[config.mk]
export PLATFORM = sky130hd
export DESIGN_NAME = nand_bus_cycle
export DESIGN_NICKNAME = d
export VERILOG_FILES = /design/src/rtl/nand_pkg.sv /design/src/rtl/nand_rb_sync.sv /design/src/rtl/nand_bus_cycle.sv
export SDC_FILE = /design/constraint.sdc
export NUM_CORES = 1
export LEC_CHECK = 0
export ABC_CLOCK_PERIOD_IN_PS = 2300
export BUFFER_PORTS_ARGS = -buffer_cell sky130_fd_sc_hd__buf_2
export CAP_MARGIN = 20
export CORE_MARGIN = 5
export CORE_UTILIZATION = 40
export DETAILED_ROUTE_END_ITERATION = 10
export GPL_TIMING_DRIVEN = 1
export PLACE_DENSITY = 0.7
export RECOVER_POWER = 25
export SYNTH_ARGS = -nofsm -noshare
export SYNTH_HDL_FRONTEND = slang
export SYNTH_HIERARCHICAL = 1
export SYNTH_SLANG_ARGS = --single-unit
export TNS_END_PERCENT = 30
[constraint.sdc]
create_clock -name clk -period 2.3 [get_ports clk]
set_input_delay 0.115 -clock clk [delete_from_list [all_inputs] [get_ports clk]]
set_output_delay 0.115 -clock clk [all_outputs]
set_load 0.01 [all_outputs]
[src/rtl/nand_pkg.sv]
`default_nettype none
// ============================================================================
// Module      : nand_pkg
// Description : Shared operation codes, FSM state codes and 24 MHz default
//               pin timings for the NAND bus-cycle engine.
// Revision    : 1.0 - initial release
// ============================================================================
package nand_pkg;

    localparam logic [2:0] c_OP_CMD     = 3'd0;
    localparam logic [2:0] c_OP_ADDR    = 3'd1;
    localparam logic [2:0] c_OP_WRITE   = 3'd2;
    localparam logic [2:0] c_OP_READ    = 3'd3;
    localparam logic [2:0] c_OP_WAIT_RB = 3'd4;
    localparam logic [2:0] c_OP_CE_OFF  = 3'd5;

    localparam int         c_ST_W      = 3;
    localparam logic [2:0] c_ST_IDLE   = 3'd0;
    localparam logic [2:0] c_ST_WLOW   = 3'd1;
    localparam logic [2:0] c_ST_WHIGH  = 3'd2;
    localparam logic [2:0] c_ST_RLOW   = 3'd3;
    localparam logic [2:0] c_ST_RHIGH  = 3'd4;
    localparam logic [2:0] c_ST_WB     = 3'd5;
    localparam logic [2:0] c_ST_WRB    = 3'd6;

    localparam int c_TWP_24M  = 2;
    localparam int c_TWH_24M  = 2;
    localparam int c_TRP_24M  = 2;
    localparam int c_TREH_24M = 2;
    localparam int c_TWB_24M  = 4;
    localparam int c_TO_W_24M = 20;

    function automatic int max_int(input int a, input int b);
        return (a > b) ? a : b;
    endfunction

endpackage
`default_nettype wire

[src/rtl/nand_rb_sync.sv]
`default_nettype none
// ============================================================================
// Module      : nand_rb_sync
// Description : Two-flop synchroniser for the asynchronous R/B# pin; resets
//               to "ready" so the engine never sees a false busy level.
// Revision    : 1.0 - initial release
// ============================================================================
module nand_rb_sync (
    input  logic clk,
    input  logic rst,
    input  logic i_rb_n,
    output logic o_rb_sync
);

    logic [1:0] r_sync;

    always_ff @(posedge clk) begin
        if (!rst) begin
            r_sync <= 2'b11;
        end else begin
            r_sync <= {r_sync[0], i_rb_n};
        end
    end

    assign o_rb_sync = r_sync[1];

endmodule
`default_nettype wire

[src/rtl/nand_bus_cycle.sv]
`default_nettype none
// ============================================================================
// Module      : nand_bus_cycle
// Description : Single-byte NAND Flash bus-cycle engine turning one sequencer
//               operation at a time into timed CLE/ALE/WE#/RE#/CE# activity.
// Revision    : 1.0 - initial release
// ============================================================================
module nand_bus_cycle
    import nand_pkg::*;
#(
    parameter int TWP  = c_TWP_24M,
    parameter int TWH  = c_TWH_24M,
    parameter int TRP  = c_TRP_24M,
    parameter int TREH = c_TREH_24M,
    parameter int TWB  = c_TWB_24M,
    parameter int TO_W = c_TO_W_24M
) (
    input  logic       clk,
    input  logic       rst,
    input  logic       op_valid,
    output logic       op_ready,
    input  logic [2:0] op_type,
    input  logic [7:0] op_data,
    output logic       rd_valid,
    output logic [7:0] rd_data,
    output logic       busy_err,
    output logic       nand_ce_n,
    output logic       nand_cle,
    output logic       nand_ale,
    output logic       nand_we_n,
    output logic       nand_re_n,
    output logic [7:0] nand_io_out,
    output logic       nand_io_oe,
    input  logic [7:0] nand_io_in,
    input  logic       nand_rb_n
);

    localparam int              c_CW      = max_int(TO_W, 8);
    // Last count before the timeout value 2^TO_W-1 is reached.
    localparam logic [c_CW-1:0] c_TO_LAST = c_CW'((64'd1 << TO_W) - 64'd2);

    logic [c_ST_W-1:0] r_state;
    logic [c_ST_W-1:0] w_state_nxt;
    logic [c_CW-1:0]   r_cnt;
    logic [c_CW-1:0]   w_cnt_nxt;
    logic [2:0]        r_op_type;
    logic [2:0]        w_type;
    logic              w_accept;
    logic              w_timeout;
    logic              w_rd_capture;
    logic              w_in_write;
    logic              w_rb_sync;

    logic              r_op_ready;
    logic              r_rd_valid;
    logic [7:0]        r_rd_data;
    logic              r_busy_err;
    logic              r_ce_n;
    logic              r_cle;
    logic              r_ale;
    logic              r_we_n;
    logic              r_re_n;
    logic [7:0]        r_io_out;
    logic              r_io_oe;

    nand_rb_sync u_rb_sync (
        .clk       (clk),
        .rst       (rst),
        .i_rb_n    (nand_rb_n),
        .o_rb_sync (w_rb_sync)
    );

    // One counter serves every phase: phase widths count down to zero, while
    // the R/B# timeout counts up from zero inside WRB.
    always_comb begin
        w_state_nxt  = r_state;
        w_cnt_nxt    = r_cnt;
        w_timeout    = 1'b0;
        w_rd_capture = 1'b0;
        w_accept     = op_valid && r_op_ready;
        w_type       = w_accept ? op_type : r_op_type;
        case (r_state)
            c_ST_IDLE: begin
                if (w_accept) begin
                    case (op_type)
                        c_OP_CMD, c_OP_ADDR, c_OP_WRITE: begin
                            w_state_nxt = c_ST_WLOW;
                            w_cnt_nxt   = c_CW'(TWP - 1);
                        end
                        c_OP_READ: begin
                            w_state_nxt = c_ST_RLOW;
                            w_cnt_nxt   = c_CW'(TRP - 1);
                        end
                        c_OP_WAIT_RB: begin
                            w_state_nxt = c_ST_WB;
                            w_cnt_nxt   = c_CW'(TWB - 1);
                        end
                        default: ;
                    endcase
                end
            end
            c_ST_WLOW: begin
                if (r_cnt == '0) begin
                    w_state_nxt = c_ST_WHIGH;
                    w_cnt_nxt   = c_CW'(TWH - 1);
                end else begin
                    w_cnt_nxt = r_cnt - 1'b1;
                end
            end
            c_ST_WHIGH: begin
                if (r_cnt == '0) w_state_nxt = c_ST_IDLE;
                else             w_cnt_nxt   = r_cnt - 1'b1;
            end
            c_ST_RLOW: begin
                if (r_cnt == '0) begin
                    w_state_nxt  = c_ST_RHIGH;
                    w_cnt_nxt    = c_CW'(TREH - 1);
                    w_rd_capture = 1'b1;
                end else begin
                    w_cnt_nxt = r_cnt - 1'b1;
                end
            end
            c_ST_RHIGH: begin
                if (r_cnt == '0) w_state_nxt = c_ST_IDLE;
                else             w_cnt_nxt   = r_cnt - 1'b1;
            end
            c_ST_WB: begin
                if (r_cnt == '0) begin
                    w_state_nxt = c_ST_WRB;
                    w_cnt_nxt   = '0;
                end else begin
                    w_cnt_nxt = r_cnt - 1'b1;
                end
            end
            c_ST_WRB: begin
                if (w_rb_sync) begin
                    w_state_nxt = c_ST_IDLE;
                    w_cnt_nxt   = '0;
                end else if (r_cnt == c_TO_LAST) begin
                    w_state_nxt = c_ST_IDLE;
                    w_cnt_nxt   = '0;
                    w_timeout   = 1'b1;
                end else begin
                    w_cnt_nxt = r_cnt + 1'b1;
                end
            end
            default: begin
                w_state_nxt = c_ST_IDLE;
                w_cnt_nxt   = '0;
            end
        endcase
        w_in_write = (w_state_nxt == c_ST_WLOW) || (w_state_nxt == c_ST_WHIGH);
    end

    always_ff @(posedge clk) begin
        if (!rst) begin
            r_state    <= c_ST_IDLE;
            r_cnt      <= '0;
            r_op_type  <= c_OP_CMD;
            r_op_ready <= 1'b0;
            r_rd_valid <= 1'b0;
            r_rd_data  <= 8'h00;
            r_busy_err <= 1'b0;
            r_ce_n     <= 1'b1;
            r_cle      <= 1'b0;
            r_ale      <= 1'b0;
            r_we_n     <= 1'b1;
            r_re_n     <= 1'b1;
            r_io_out   <= 8'h00;
            r_io_oe    <= 1'b0;
        end else begin
            r_state    <= w_state_nxt;
            r_cnt      <= w_cnt_nxt;
            r_op_type  <= w_type;
            r_op_ready <= (w_state_nxt == c_ST_IDLE);
            r_rd_valid <= (r_state == c_ST_RHIGH) && (w_state_nxt == c_ST_IDLE);
            r_busy_err <= w_timeout;
            r_cle      <= w_in_write && (w_type == c_OP_CMD);
            r_ale      <= w_in_write && (w_type == c_OP_ADDR);
            r_io_oe    <= w_in_write;
            r_we_n     <= (w_state_nxt != c_ST_WLOW);
            r_re_n     <= (w_state_nxt != c_ST_RLOW);
            if (w_rd_capture) r_rd_data <= nand_io_in;
            // Reserved types leave CE# where it was.
            if (w_accept) begin
                if (op_type == c_OP_CE_OFF)       r_ce_n <= 1'b1;
                else if (op_type <= c_OP_WAIT_RB) r_ce_n <= 1'b0;
            end
            if (w_accept && (op_type <= c_OP_WRITE)) r_io_out <= op_data;
        end
    end

    assign op_ready    = r_op_ready;
    assign rd_valid    = r_rd_valid;
    assign rd_data     = r_rd_data;
    assign busy_err    = r_busy_err;
    assign nand_ce_n   = r_ce_n;
    assign nand_cle    = r_cle;
    assign nand_ale    = r_ale;
    assign nand_we_n   = r_we_n;
    assign nand_re_n   = r_re_n;
    assign nand_io_out = r_io_out;
    assign nand_io_oe  = r_io_oe;

endmodule
`default_nettype wire
==> impl_metrics.tcl, run 1 <==
set metrics [dict create \
    async_flop_share 0 \
    arrival_ns 2.44 \
    syn-mean-instance-area_sq_um 8.35 \
    routed-via-count 3260 \
    regToRegSetupSlack_ns 0.07 \
    clock_latency_ns 0.31 \
    rows 32 \
    peakVddDrop_uv 414 \
    p_leak_nw 1.52 \
    drt-met1-wl_mm 4.07 \
    period_share 0.969 \
    cp_max_fo 8 \
    grt_max_degree 24 \
    synth.area.top_cells "dfxtp_1 (33%), mux2i_1 (5.3%), nor2b_1 (3.7%)" \
    drtPass1Iterations 5 \
    synth-adder-area-share 0.0156 \
    final_common_cell "buf_4" \
    layout-drive-gt1-share 0.260 \
    wl_met2_mm 4.07 \
    antenna_cells 0 \
    fmax_ghz 0.449 \
    hold_viol_final 0 \
    htree_levels 2 \
    numClockSinks 53 \
    grt_pass1_wl_mm 15.0 \
    hold_depth 3 \
    setup_viol 0 \
    drv_cap 0 \
    finalInstanceArea_sq_um 4020 \
    endpoint_kind "flip-flop" \
    synth_seq_area_share 0.332 \
    mostFrequentLayoutCells "buf_4 (56), dfxtp_1 (52), buf_2 (31), nor2_1 (28), nand2_1 (24)" \
    status "finished clean" \
    gp_congestion 0.904 \
    path_clk_slew_ns 0.10 \
    yosys_warnings 6 \
    io_buffers 47 \
    synth_compound_area_frac 0.232 \
    initial_core_util 0.412 \
    critical_path_class "flip-flop to flip-flop" \
    via_per_inst 5.75 \
    yosys.area.top_type "dfxtp_1" \
    ys_types 66 \
    start_kind "flip-flop" \
    clock_skew_ns 0.00965 \
    layout.nets 491 \
    wl_met3_um 655 \
    synth_top_family_by_area "simple AND/OR/NAND/NOR gates" \
    r2r-start "r_cnt[6]$_SDFFE_PN0P_" \
    fin_util 0.517 \
    dieArea_sq_um 9880 \
    die_h_um 99.4 \
    die_x_um 99.4 \
    grt_use_total 0.182 \
    powerDensity_nw_per_um2 1040 \
    ioPinCount 48 \
    fin_crit_ns 2.23 \
    dpl.hpwl_mm 6.61 \
    drv_slew 0 \
    top_layer_used "met4" \
    cts-buffers-inserted 5 \
    drcViolationCount 0 \
    core_sq_um 7770 \
    yosys_most_used_dff "dfxtp_1" \
    grt-ovfl-total 0 \
    synth_edf_count 0 \
    wire_per_inst_um 15.8 \
    slew_headroom 0.602 \
    yosys-mux-area-fraction 0.0532 \
    syn-num-nets 410 \
    hold_path_startpoint "op_data[0]" \
    syn2layout_area_growth_pct 25.6 \
    tightestPinTransition_ns 0.598 \
    cts_tree "built" \
    setup-tns-final_ns 0 \
    antenna_found_initial 0 \
    syn_inst 383 \
    yosys.area_share.simple 0.284 \
    r2r_cells 8 \
    detail_route.iter0.violations 295 \
    worstReg2RegEnd "r_cnt[18]$_SDFFE_PN0P_" \
    syn-cell-area_sq_um 3200 \
    totalWireLength_mm 8.94 \
    synth-xor-area-share 0.0219 \
    rsz0062_at_grt "true" \
    required_ns 2.51 \
    first_global_vias 3053 \
    place_area_sq_um 3850 \
    cts-root-buf "clkbuf_8" \
    holdWs_ns 0.0669 \
    hold_path_class "input pin to flip-flop" \
    p_total_mw 4.19 \
    ys_ff_latch 53 \
    cts_buffer_depth 2 \
    synth_top_area_share 0.332 \
    ant_nets 0 \
    hold_end "nand_io_out[0]$_SDFFE_PN0P_" \
]
[critical path, cell delays in order (launching register included)]
cell and delay (ns):
dfxtp_1 0.46, buf_4 0.18, nand4_4 0.10, buf_4 0.18, or4_4 0.53, nor3_2 0.20, xnor2_1 0.14, o22ai_1 0.10
a22o_1 0.23
[report_power, final]
part	switching [mW]	total (mW)	leakage [nW]	internal (mW)
Clock	0.314	0.747	0.0681	0.433
Sequential	0.0906	1.12	0.430	1.03
Combinational	1.36	2.33	1.03	0.970
Total	1.76	4.19	1.52	2.43
[synthesized netlist by cell type (4+ instances only)]
cell	number
inv_1	12
nor2_1	28
dfxtp_1	53
mux2i_1	17
nor4_1	9
o221ai_1	5
or3_1	4
a21boi_0	4
buf_4	4
nor2b_1	19
o22ai_1	8
nor4_2	4
a21oi_1	17
o21ai_0	21
ha_1	4
nand3_1	15
nand2_1	24
a221oi_1	4
buf_2	11
xnor2_1	5
nor3_1	16
a31oi_1	7
a22o_1	7
and2_1	4
clkbuf_1	15
nand2b_1	5
[area by class of cell]
cell class / instances / area [sq um]
fill: 753 / 3750
multi-input combinational: 287 / 1980
sequential: 53 / 1060
timing repair buffer: 105 / 666
tap: 102 / 128
clock buffer: 5 / 68.8
clock inverter: 3 / 65.1
inverter: 12 / 45.0
[per-stage QoR]
stage	std cells	worst slack, ns
CTS	565	0.00769
global placement	556	0.0975
detailed placement	556	0.0605
global route	567	-0.0544
floorplan	383	0.0209
finish	567	0.0706
[how the worst max path moves through the flow]
stage                              to  slack, ns             startpoint  depth (start not counted)
2_1_floorplan    nand_re_n$_SDFF_PN1_       0.02  r_cnt[0]$_SDFFE_PN0P_                         10
3_5_place_dp    r_cnt[3]$_SDFFE_PN0P_       0.06  r_cnt[0]$_SDFFE_PN0P_                          9
4_1_cts         r_cnt[3]$_SDFFE_PN0P_      0.008  r_cnt[0]$_SDFFE_PN0P_                          9
5_1_grt           nand_cle$_SDFF_PN0_      -0.05  r_cnt[0]$_SDFFE_PN0P_                         10
3_3_place_gp      nand_cle$_SDFF_PN0_        0.1  r_cnt[6]$_SDFFE_PN0P_                          7
6_report       r_cnt[18]$_SDFFE_PN0P_       0.07  r_cnt[6]$_SDFFE_PN0P_                          8
[flip-flops by register name (all words and copies together) (netlist names)]
signal,count
rd_data,8
rd_valid,1
busy_err,1
nand_cle,1
r_state,3
nand_ce_n,1
nand_ale,1
r_op_type,3
nand_io_out,8
op_ready,1
nand_io_oe,1
u_rb_sync/r_sync,2
r_cnt,20
nand_we_n,1
nand_re_n,1
[logic make-up (layout without fill, tap and decap cells)]
group | after synthesis | after routing
flops | 53 | 53
fa+ha+maj | 4 | 4
compound gates | 104 | 104
xor+xnor | 8 | 8
buf+inv | 43 | 125
simple gates | 154 | 154
mux | 17 | 17
[what timing repair did]
| action | 4_1_cts | 5_1_grt |
|---|---|---|
| resized for setup | 0 | 7 |
| endpoints found under the hold margin | 1 | 0 |
| setup buffers | 0 | 2 |
| hold buffers | 1 | 0 |
| endpoints found under the setup margin | 0 | 17 |
[routing by layer]
layer	vias to the layer above	GRT usage
met5	-	0
met4	0	0.0557
met3	20	0.0330
met2	150	0.287
met1	1515	0.252
li1	1575	-
Power figures use the tool's default switching activity.
==> inputs of run 2 (changes only) <==
--- a/config.mk
+++ b/config.mk
@@ -12,7 +12,7 @@
 export CORE_UTILIZATION = 40
 export DETAILED_ROUTE_END_ITERATION = 10
 export GPL_TIMING_DRIVEN = 1
-export PLACE_DENSITY = 0.7
+export PLACE_DENSITY = 0.71
 export RECOVER_POWER = 25
 export SYNTH_ARGS = -nofsm -noshare
 export SYNTH_HDL_FRONTEND = slang
==> run 2 against run 1 <==
Against the previous run: via count up 1.8%; die area unchanged; sequential power about the same; combinational power up 3%; wire length up 2.7%; worst setup slack better by 0.042 ns; sequential share of layout area up 0.32 points; count of clock-buffer cells in the layout up 1; register-to-register slack better by 0.04 ns; worst hold slack worse by 0.019 ns; critical endpoint is now nand_ale$_SDFF_PN0_; largest cell class unchanged.
==> impl_metrics.tcl, run 2 (synthesized netlist as in run 1, its figures left out) <==
set metrics [dict create \
    n_fill_cell 737 \
    setup_viol 0 \
    setup-tns-final_ns 0 \
    dieArea_sq_um 9880 \
    arrival_ns 2.41 \
    grt_use_total 0.186 \
    rsz0062_at_grt "true" \
    fmax_ghz 0.457 \
    antenna_cells 0 \
    p_total_mw 4.21 \
    clock_latency_ns 0.31 \
    layout-drive-gt1-share 0.262 \
    grt_max_degree 30 \
    p_leak_nw 1.50 \
    grt-ovfl-total 0 \
    period_share 0.951 \
    drtPass1Iterations 6 \
    dpl.hpwl_mm 6.63 \
    die_x_um 99.4 \
    detail_route.iter0.violations 240 \
    io_buffers 47 \
    drt-met1-wl_mm 3.93 \
    start_kind "flip-flop" \
    wl_met3_um 855 \
    holdWs_ns 0.0478 \
    first_global_vias 3101 \
    drv_slew 0 \
    drcViolationCount 0 \
    power_frac_comb 0.574 \
    largest_reg_flops 20 \
    fin_crit_ns 2.19 \
    syn2layout_area_growth_pct 24.3 \
    required_ns 2.52 \
    powerDensity_nw_per_um2 1060 \
    wl_met2_mm 4.17 \
    slew_headroom 0.722 \
    cp_max_fo 5 \
    routed-via-count 3319 \
    drv_cap 0 \
    switching_share 0.438 \
    p_int_mw 2.37 \
    place_ws_ns 0.00973 \
    mostFrequentLayoutCells "buf_4 (54), dfxtp_1 (51), buf_2 (31), nor2_1 (27), nand2_1 (24)" \
    ant_nets 0 \
    hold_path_class "input pin to flip-flop" \
    ioPinCount 48 \
    die_h_um 99.4 \
    final_common_cell "buf_4" \
    cts-buffers-inserted 5 \
    core_sq_um 7770 \
    numClockSinks 53 \
    p_switching_mw 1.84 \
    grt_pass1_wl_mm 15.1 \
    timing.final.ws_setup_ns 0.112 \
    seq_power_share 0.272 \
    antenna_found_initial 0 \
    totalWireLength_mm 9.18 \
    cts_tree "built" \
    layout.nets 488 \
    rows 32 \
    tightestPinTransition_ns 0.413 \
    gp_congestion 0.977 \
    cts_buffer_depth 2 \
    peakVddDrop_uv 419 \
    critical_path_class "flip-flop to flip-flop" \
    path_clk_slew_ns 0.10 \
    largest-register "r_cnt" \
    htree_levels 2 \
    endpoint_kind "flip-flop" \
    initial_core_util 0.412 \
    via_per_inst 5.88 \
    hold_viol_final 0 \
    status "finished clean" \
    cts-root-buf "clkbuf_8" \
    clkPwrFrac 0.154 \
    wire_per_inst_um 16.3 \
    top_layer_used "met4" \
    clock_skew_ns 0.00724 \
]
## run 2: layer usage
| metal | vias up | track usage |
|---|---|---|
| met5 | - | 0 |
| met4 | 0 | 0.0714 |
| met3 | 24 | 0.0337 |
| met2 | 185 | 0.279 |
| met1 | 1535 | 0.263 |
| li1 | 1575 | - |
## run 2: power by group through the flow
stage	Sequential [mW]	Clock [mW]	Combinational [mW]
2_1_floorplan	1.14	0	1.43
3_3_place_gp	1.15	0	2.07
3_5_place_dp	1.16	0	2.11
4_1_cts	1.14	0.664	2.15
5_1_grt	1.16	0.709	2.58
6_report	1.14	0.647	2.41
## run 2: layout make-up
| class | count | area (sq um) | area share |
|---|---|---|---|
| clock buffer | 6 | 72.6 | 0.0183 |
| clock inverter | 2 | 38.8 | 0.00976 |
| inverter | 12 | 45.0 | 0.0113 |
| multi-input combinational | 287 | 2000 | 0.502 |
| sequential | 53 | 1060 | 0.268 |
| tap | 102 | 128 | 0.0321 |
| timing repair buffer | 102 | 631 | 0.159 |
## run 2: metrics by stage
| step | utilization | std cells | instance area, sq um |
|---|---|---|---|
| floorplan | - | 383 | 3210 |
| global placement | 0.489 | 551 | 3800 |
| detailed placement | 0.489 | 551 | 3800 |
| CTS | 0.505 | 560 | 3920 |
| global route | 0.512 | 564 | 3970 |
| finish | 0.512 | 564 | 3970 |
## run 2: repair_timing
action,4_1_cts,5_1_grt
pin swaps,0,4
resized for setup,2,11
hold buffers,1,0
cloned,0,0
setup buffers,0,4
endpoints found under the hold margin,1,0
endpoints found under the setup margin,2,31
## run 2: path summary, 6_finish.rpt
path | start | endpoint | slack, ns | depth (start not counted)
hold / removal | op_data[1] | nand_io_out[1]$_SDFFE_PN0P_ | 0.05 | 3
setup reg to reg | r_cnt[14]$_SDFFE_PN0P_ | nand_ale$_SDFF_PN0_ | 0.11 | 6
hold reg to reg | u_rb_sync/r_sync[0]$_SDFF_PN1_ | u_rb_sync/r_sync[1]$_SDFF_PN1_ | 0.42 | 1
setup / recovery | r_cnt[14]$_SDFFE_PN0P_ | nand_ale$_SDFF_PN0_ | 0.11 | 6
## run 2: critical path, cell delays in order, from the launching register on
cell	delay [ns]
dfxtp_1	0.48
inv_1	0.13
nor4_2	0.45
a21o_1	0.33
o221ai_2	0.21
xor2_1	0.24
nor4_1	0.26
